--- src/rtl/silife_max7219_rx.sv ---
// Receive-side model of a chain of MAX7219 drivers. It deserialises SPI command
// words, commits them to per-device register files and exposes a registered readback port.
module silife_max7219_rx #(
  parameter int CHAIN    = 16,
  parameter int DEV_BITS = $clog2(CHAIN)
) (
  input  logic                clk,
  input  logic                reset_n,
  input  logic                spi_cs,
  input  logic                spi_sck,
  input  logic                spi_mosi,
  output logic                o_dout,
  input  logic [DEV_BITS-1:0] i_dev,
  input  logic [2:0]          i_row,
  output logic [7:0]          o_row,
  output logic [3:0]          o_intensity,
  output logic [2:0]          o_scan_limit,
  output logic [7:0]          o_decode,
  output logic                o_shutdown_n,
  output logic                o_test,
  output logic                o_latch,
  output logic                o_err
);

  localparam int FRAME_BITS = 16 * CHAIN;
  localparam int CNT_W      = $clog2(FRAME_BITS + 2);

  logic [1:0]            cs_sync, sck_sync, mosi_sync;
  logic                  cs_q, sck_q;
  logic [FRAME_BITS-1:0] shift_q;
  logic [CNT_W-1:0]      bit_count;

  logic [7:0] digit      [CHAIN][8];
  logic [3:0] intensity  [CHAIN];
  logic [2:0] scan_limit [CHAIN];
  logic [7:0] decode     [CHAIN];
  logic       shutdown_n [CHAIN];
  logic       test_bit   [CHAIN];

  logic cs_fall, cs_rise, sck_rise, shift_en, commit, abort, dev_ok;

  always_ff @(posedge clk or negedge reset_n) begin
    if (!reset_n) begin
      cs_sync   <= 2'b11;
      sck_sync  <= 2'b00;
      mosi_sync <= 2'b00;
      cs_q      <= 1'b1;
      sck_q     <= 1'b0;
    end else begin
      cs_sync   <= {cs_sync[0], spi_cs};
      sck_sync  <= {sck_sync[0], spi_sck};
      mosi_sync <= {mosi_sync[0], spi_mosi};
      cs_q      <= cs_sync[1];
      sck_q     <= sck_sync[1];
    end
  end

  // The cs-fall cycle is excluded from shifting so that the count clear always wins.
  assign cs_fall  = cs_q & ~cs_sync[1];
  assign cs_rise  = ~cs_q & cs_sync[1];
  assign sck_rise = ~sck_q & sck_sync[1];
  assign shift_en = sck_rise & ~cs_sync[1] & ~cs_q;
  assign commit   = cs_rise && (bit_count == CNT_W'(FRAME_BITS));
  assign abort    = cs_rise && (bit_count != '0) && (bit_count != CNT_W'(FRAME_BITS));

  always_ff @(posedge clk or negedge reset_n) begin
    if (!reset_n) begin
      shift_q   <= '0;
      bit_count <= '0;
      o_latch   <= 1'b0;
      o_err     <= 1'b0;
    end else begin
      o_latch <= commit;
      o_err   <= abort;
      if (cs_fall) begin
        bit_count <= '0;
      end else if (shift_en) begin
        shift_q <= {shift_q[FRAME_BITS-2:0], mosi_sync[1]};
        if (bit_count != CNT_W'(FRAME_BITS + 1))
          bit_count <= bit_count + CNT_W'(1);
      end
    end
  end

  assign o_dout = shift_q[FRAME_BITS-1];

  // Device k decodes the k-th word from the bottom of the shift register.
  always_ff @(posedge clk or negedge reset_n) begin
    if (!reset_n) begin
      for (int k = 0; k < CHAIN; k++) begin
        for (int r = 0; r < 8; r++)
          digit[k][r] <= '0;
        intensity[k]  <= '0;
        scan_limit[k] <= '0;
        decode[k]     <= '0;
        shutdown_n[k] <= 1'b0;
        test_bit[k]   <= 1'b0;
      end
    end else if (commit) begin
      for (int k = 0; k < CHAIN; k++) begin
        case (shift_q[16*k+8 +: 4])
          4'h1, 4'h2, 4'h3, 4'h4, 4'h5, 4'h6, 4'h7, 4'h8:
            digit[k][3'(shift_q[16*k+8 +: 4] - 4'd1)] <= shift_q[16*k +: 8];
          4'h9: decode[k]     <= shift_q[16*k +: 8];
          4'hA: intensity[k]  <= shift_q[16*k +: 4];
          4'hB: scan_limit[k] <= shift_q[16*k +: 3];
          4'hC: shutdown_n[k] <= shift_q[16*k];
          4'hF: test_bit[k]   <= shift_q[16*k];
          default: ;
        endcase
      end
    end
  end

  if (CHAIN == (1 << DEV_BITS)) begin : g_full_index
    assign dev_ok = 1'b1;
  end else begin : g_partial_index
    assign dev_ok = (i_dev < DEV_BITS'(CHAIN));
  end

  always_ff @(posedge clk or negedge reset_n) begin
    if (!reset_n) begin
      o_row        <= '0;
      o_intensity  <= '0;
      o_scan_limit <= '0;
      o_decode     <= '0;
      o_shutdown_n <= 1'b0;
      o_test       <= 1'b0;
    end else if (dev_ok) begin
      o_row        <= digit[i_dev][i_row];
      o_intensity  <= intensity[i_dev];
      o_scan_limit <= scan_limit[i_dev];
      o_decode     <= decode[i_dev];
      o_shutdown_n <= shutdown_n[i_dev];
      o_test       <= test_bit[i_dev];
    end else begin
      o_row        <= '0;
      o_intensity  <= '0;
      o_scan_limit <= '0;
      o_decode     <= '0;
      o_shutdown_n <= 1'b0;
      o_test       <= 1'b0;
    end
  end

endmodule

--- config.mk ---
export PLATFORM = sky130hd
export DESIGN_NAME = silife_max7219_rx
export DESIGN_NICKNAME = d
export VERILOG_FILES = /design/src/rtl/silife_max7219_rx.sv
export SDC_FILE = /design/constraint.sdc
export NUM_CORES = 2
export LEC_CHECK = 0
export CORE_MARGIN = 2
export CORE_UTILIZATION = 65
export DETAILED_ROUTE_END_ITERATION = 16
export HOLD_SLACK_MARGIN = 0.05
export PLACE_DENSITY_LB_ADDON = 0.08
export REMOVE_ABC_BUFFERS = 1
export SLEW_MARGIN = 40
export SYNTH_ARGS = -nofsm -noshare
export SYNTH_HDL_FRONTEND = slang
export SYNTH_SLANG_ARGS = --single-unit
--- constraint.sdc ---
create_clock -name clk -period 6.25 [get_ports clk]
set_input_delay 1.25 -clock clk [delete_from_list [all_inputs] [get_ports clk]]
set_output_delay 1.25 -clock clk [all_outputs]
set_load 0.01 [all_outputs]
### After elaboration in Yosys (flattened, before gate mapping)

Index checks and enable logic that the tools add are counted.

| operators by class | value |
|---|---|
| multiplexer cells | 72 |
| add/sub/neg operators | 17 |
| order comparisons | 34 |
| equal/unequal tests | 211 |
| reductions and logical operators | 136 |
| bitwise logic cells | 27 |

Operators by type and width:

| operator | number |
|---|---|
| bitwise mux 64 bit | 16 |
| demux 8 bit (select 3 bit) | 16 |
| == test 4 bit, second input constant | 96 |
| binary-select mux 64 bit (select 4 bit) | 1 |
| == test 4 x 3 -> 1 bit, second input constant | 64 |
| AND reduction 2 bit | 98 |
| two-way mux 8 bit | 20 |
| == test 4 x 2 -> 1 bit, second input constant | 32 |
| two-way mux 64 bit | 2 |
| OR reduction 8 bit | 16 |
| >= comparator 4 bit, second input constant | 17 |
| NOT 3 -> 4 bit | 17 |
| == test 4 x 1 -> 1 bit, second input constant | 16 |
| less-than comparator 4 x 1 -> 1 bit, second input constant | 16 |
| subtractor 3 x 1 -> 3 bit, second input constant | 16 |
| binary-select mux 8 bit (select 4 bit) | 1 |
| two-way mux 9 bit | 3 |
| binary-select mux 8 bit (select 3 bit) | 1 |
| logical AND 1 bit | 19 |
| != test 9 bit, second input constant | 2 |
| binary-select mux 4 bit (select 4 bit) | 1 |
| binary-select mux 3 bit (select 4 bit) | 1 |
| adder 9 x 1 -> 9 bit, second input constant | 1 |
| == test 9 bit, second input constant | 1 |
| other kinds (10) | 24 |

| storage, ports and cells | value |
|---|---|
| output and inout port bits | 28 |
| input bits | 12 |
| word-level logic and storage cells | 720 |
| flip-flop bits (word level) | 1596 |

### Depth between registers and ports, before layout

| depth | value |
|---|---|
| depth in word-level cells | 7 |
| depth in mapped cells | 8 |

### Least setup slack after synthesis

No wires, ideal clock.

| timing | value |
|---|---|
| path type | input to register |
| from | input port i_dev[0] |
| to | register o_row[0] |
| setup slack | 2.479 ns |
| cell stages on the path | 6 |
| buffers on the path | 2 |
| data arrival time | 3.646 ns |
| setup time | 0.125 ns |
| cell sequence | buf_2 buf_1 mux4_2 mux4_2 mux4_2 mux2_2 |

| on the way | value |
|---|---|
| cells in the longest elaborated chain, start to end | 7 |

RTL lines:

| what | line | text |
|---|---|---|
| start, declared | 13 | `input logic [DEV_BITS-1:0] i_dev,` |
| NOT 4 -> 5 bit (not written as such) | 130 | `o_row <= digit[i_dev][i_row];` |
| binary-select mux 64 bit (select 4 bit) | 130 |  |
| two-way mux 64 bit (not written as such) (2 in series) | 130 |  |
| binary-select mux 8 bit (select 3 bit) | 130 |  |
| two-way mux 8 bit (not written as such) (2 in series) | 130 |  |
| end signal, assigned | 130 |  |
| end, declared | 15 | `output logic [7:0] o_row,` |

No other way between the ends. The select of a mux whose other input is x is not followed.
A chain may end at the register's enable or synchronous reset.

### Final worst setup path

| timing | value |
|---|---|
| from | input port i_dev[0] |
| to | register o_row[4] |

Same word-level chain as after synthesis.

==> PnR_summary.wiki <==
{| class="wikitable"
! Metric !! Value
|-
| Outcome || complete, no violations
|-
| Antenna Cells || 0
|-
| Final number of hold-violating endpoints || 0
|-
| Number of I/O pins || 40
|-
| Placed cell count || 5626
|-
| Post-CTS setup buffer count || 0
|-
| Worst-skew pair later-pin latency || a little under 800 ps
|-
| Worst slew margin relative to its limit || 0.367
|-
| Count of warnings emitted by yosys || 0
|-
| Largest net degree at the start of global routing || 146
|-
| Std-Cell Core Area || 109000 sq um
|-
| Mean routed wirelength per cell || 34.3 microns
|-
| Die ar. || 113000 sq um
|-
| TritonCTS clock tree || built
|-
| Gate count after technology mapping || 4433
|-
| Setup-failing EPs final || 0
|-
| Shortest clock period the worst path allows after layout || 3620 ps
|-
| Number of enable flip-flop cells after synthesis || 0
|-
| End of the worst register-to-register path || digit[958]$_DFFE_PN0P_
|-
| Portion of the post-synthesis area used by sequential elements || 0.559
|-
| Non-filler cells, final || 5910
|-
| Number of violations of the max-capacitance limit || 0
|-
| Port buffer count || 39
|-
| Buffer type at the clock tree root || sky130_fd_sc_hd__clkbuf_16
|-
| Post-synthesis average cell area || 16.1 sq um
|-
| Final core occ || 0.722
|-
| Critical Path End Type || flip-flop
|-
| Launching point of the worst reg2reg path || bit_count[4]$_DFFE_PN0P_
|-
| Maximum fanout along the worst path || 31
|-
| Hold Crit Class || flip-flop to flip-flop
|-
| GP Congestion || 0.895
|-
| R2r worst-path depth || 6
|-
| Number of clock sinks seen by CTS || 1596
|-
| Number of global-route vias before repair || approximately 43000
|-
| Die height || 336 microns
|-
| Achievable Freq || 276 MHz
|-
| Number of core rows || about 120
|-
| Drt first pass iters || 5
|-
| Worst hold path startpoint || mosi_sync[0]$_DFF_PN0_
|-
| Worst min-delay path endpoint || mosi_sync[1]$_DFF_PN0_
|-
| CTS clock-pin slew for the worst setup and hold paths || 60 ps
|-
| Layout fillers || 6935
|-
| Register area || roughly 40000 sq um
|-
| Required time of the critical path || 6900 ps
|-
| Post-place instance area || roughly 73000 sq um
|-
| Number of antenna violations at the first check in global routing || 11
|-
| Ratio of cells with drive above 1 in the final layout || 0.510
|-
| Data arrival time of the worst path || 4270 ps
|-
| Number of distinct library cell variants in the gate-level netlist after synthesis || 37
|-
| Worst reg-to-reg setup slack || 2710 ps
|-
| Post-synth ARST share || 1.00
|-
| Leading cell type in the layout, fill and taps excluded || sky130_fd_sc_hd__dfrtp_1
|-
| Routed via count divided by cell count || between 6 and 7
|-
| Final-layout setup total negative slack || 0 ps
|-
| Detail Route Antenna Nets || 0
|-
| Worst Setup Start Kind || primary input
|-
| Setup repair after global routing missed its margin || false
|-
| Width of the die || 336 microns
|-
| Leading cell types in the layout, fill and taps excluded || sky130_fd_sc_hd__dfrtp_1, sky130_fd_sc_hd__mux2_2, sky130_fd_sc_hd__mux4_2, sky130_fd_sc_hd__clkbuf_16, sky130_fd_sc_hd__nand2_1
|-
| Critical path class || primary input to flip-flop
|-
| Area of all placed cells without fillers || 78700 sq um
|-
| Congestion Overflow GR || 0
|-
| Total Nets Final || approximately 4500
|-
| Post-cts hold buffer count || 0
|-
| Largest buffer count on any clock path || 3
|-
| Number of vias after detailed routing || 41072
|-
| Number of max-slew violations in the final report || 0
|-
| Overall Global Routing Usage || 0.373
|-
| DRC violation total after the first TritonRoute iteration || about 3600
|-
| Starting density of the core || 0.655
|-
| Dominant synthesized flop cell || sky130_fd_sc_hd__dfrtp_1
|-
| Number of storage elements in the synthesis netlist || 1596
|-
| Post-detail-place hpwl || between 100 and 150 mm
|-
| Post-cts repair resize count || 0
|-
| Synthesis-to-layout area growth || 10.1%
|-
| Power density over cell area || roughly 270 nW/um^2
|-
| Clock Skew || 23.9 ps
|-
| Total length of routed wires || between 200 and 250 mm
|-
| Number of design rule violations left after detail routing || 0
|-
| Number of clock buffers inserted by TritonCTS || 160
|-
| H-tree depth || 4
|-
| Combined area of the multi-input logic cells || 30100 sq um
|-
| Post-route clock period utilization || 0.579
|-
| Number of instances on the worst hold path || 0
|-
| Leakage dissipation || 0.0382 uW
|-
| Netlist Area Pre-Place || 71400 sq um
|-
| First-pass GRT wire length || slightly below 300 mm
|-
| Slew at the pin with the worst max-slew slack || 950 ps
|-
| Worst ir drop on vdd || 0.228 mV
|}
## logic make-up after synthesis
logic type,count (synthesis),synth area share
AND/OR/NAND/NOR,362,0.0244
adder cells (fa/ha/maj),67,0.0117
flip-flops,1596,0.559
buffers and inverters,349,0.0196
AO/OA/AOI/OAI,64,0.00599
multiplexers,1949,0.374
XOR/XNOR,46,0.00564
## routing by layer
layer  up-vias  global-route usage  part of all wire
met5         -                   0           0.00025
met4         8               0.160             0.047
met3       459              0.0788             0.079
met2      1724               0.590              0.48
met1     22478               0.507              0.39
li1      16403                   -                 -
## worst max path at each step
stage,start,to,slack (ps)
2_1_floorplan,cs_sync[1]$_DFF_PN1_,shift_q[0]$_DFFE_PN0P_,-6950
6_report,i_dev[0],o_row[4]$_DFF_PN0_,2630
4_1_cts,i_dev[0],o_row[4]$_DFF_PN0_,2670
5_1_grt,i_dev[0],o_row[4]$_DFF_PN0_,2570
3_5_place_dp,i_dev[0],o_row[7]$_DFF_PN0_,1900
3_3_place_gp,i_dev[0],o_row[4]$_DFF_PN0_,1870
## per-stage QoR
step           hold slack [ps]  setup slack, ps  total power (uW)
6_report                   352             2630             20900
5_1_grt                    360             2570             21500
4_1_cts                    355             2670             21000
3_5_place_dp               341             1900             11200
3_3_place_gp               336             1870             11200
2_1_floorplan              331            -6950             10700
## area by class of cell
class | count | area share
Clock buffer | 235 | 0.0607
Clock inverter | 45 | 0.00781
Inverter | 36 | 0.00172
Multi-Input combinational cell | 2488 | 0.383
Sequential cell | 1596 | 0.508
Tap cell | 1414 | 0.0225
Timing Repair Buffer | 96 | 0.0163
## sequential cells by signal (all words and copies together), names as in the netlist, 2 cells and up
signal and cells:
digit 1024, shutdown_n 16, o_scan_limit 3, decode 128
test_bit 16, o_intensity 4, sck_sync 2, o_row 8
scan_limit 48, bit_count 9, intensity 64, mosi_sync 2
shift_q 256, o_decode 8, cs_sync 2
## power breakdown
group / internal [uW] / switching, uW / total (uW)
Sequential: 10300 / 88.8 / 10400
Clock: 5850 / 4050 / 9900
Combinational: 184 / 399 / 583
Total: 16400 / 4540 / 20900
## critical path, cell delays in order
cell	delay, ps
sky130_fd_sc_hd__buf_8	340
sky130_fd_sc_hd__buf_16	310
sky130_fd_sc_hd__buf_4	320
sky130_fd_sc_hd__mux4_2	530
sky130_fd_sc_hd__mux4_2	550
sky130_fd_sc_hd__mux4_2	540
sky130_fd_sc_hd__mux2_2	290
## cell usage after synthesis, types with 2 or more instances
cell                        number  area [sq um]
sky130_fd_sc_hd__or3b_2          3          26.3
sky130_fd_sc_hd__xor2_1         29           254
sky130_fd_sc_hd__and2_1          2          12.5
sky130_fd_sc_hd__o21a_1          7          52.6
sky130_fd_sc_hd__nor3b_1        14           105
sky130_fd_sc_hd__nand3_1        34           170
sky130_fd_sc_hd__nor3_1         34           170
sky130_fd_sc_hd__mux4_2        421          9480
sky130_fd_sc_hd__nand3b_1        7          52.6
sky130_fd_sc_hd__a2111oi_0      10          87.6
sky130_fd_sc_hd__dfrtp_1      1593         39900
sky130_fd_sc_hd__nor2b_1         3          18.8
sky130_fd_sc_hd__clkbuf_1      243           912
sky130_fd_sc_hd__nand2_1       145           544
sky130_fd_sc_hd__buf_4          10          75.1
sky130_fd_sc_hd__nor2_1         44           165
sky130_fd_sc_hd__inv_1          36           135
sky130_fd_sc_hd__nand4_1        39           244
sky130_fd_sc_hd__o2bb2ai_1       2          17.5
sky130_fd_sc_hd__xnor2_1        17           149
sky130_fd_sc_hd__dfstp_2         3          78.8
sky130_fd_sc_hd__or2_2           2          12.5
sky130_fd_sc_hd__buf_2          37           185
sky130_fd_sc_hd__o21ai_0        32           160
sky130_fd_sc_hd__a2bb2oi_1       6          52.6
sky130_fd_sc_hd__mux2_2       1528         17200
sky130_fd_sc_hd__buf_1          22          82.6
sky130_fd_sc_hd__and3_1         33           206
sky130_fd_sc_hd__ha_1           67           838
sky130_fd_sc_hd__o2111ai_1       3          26.3
Note: power is estimated with default switching activity, not from simulation.
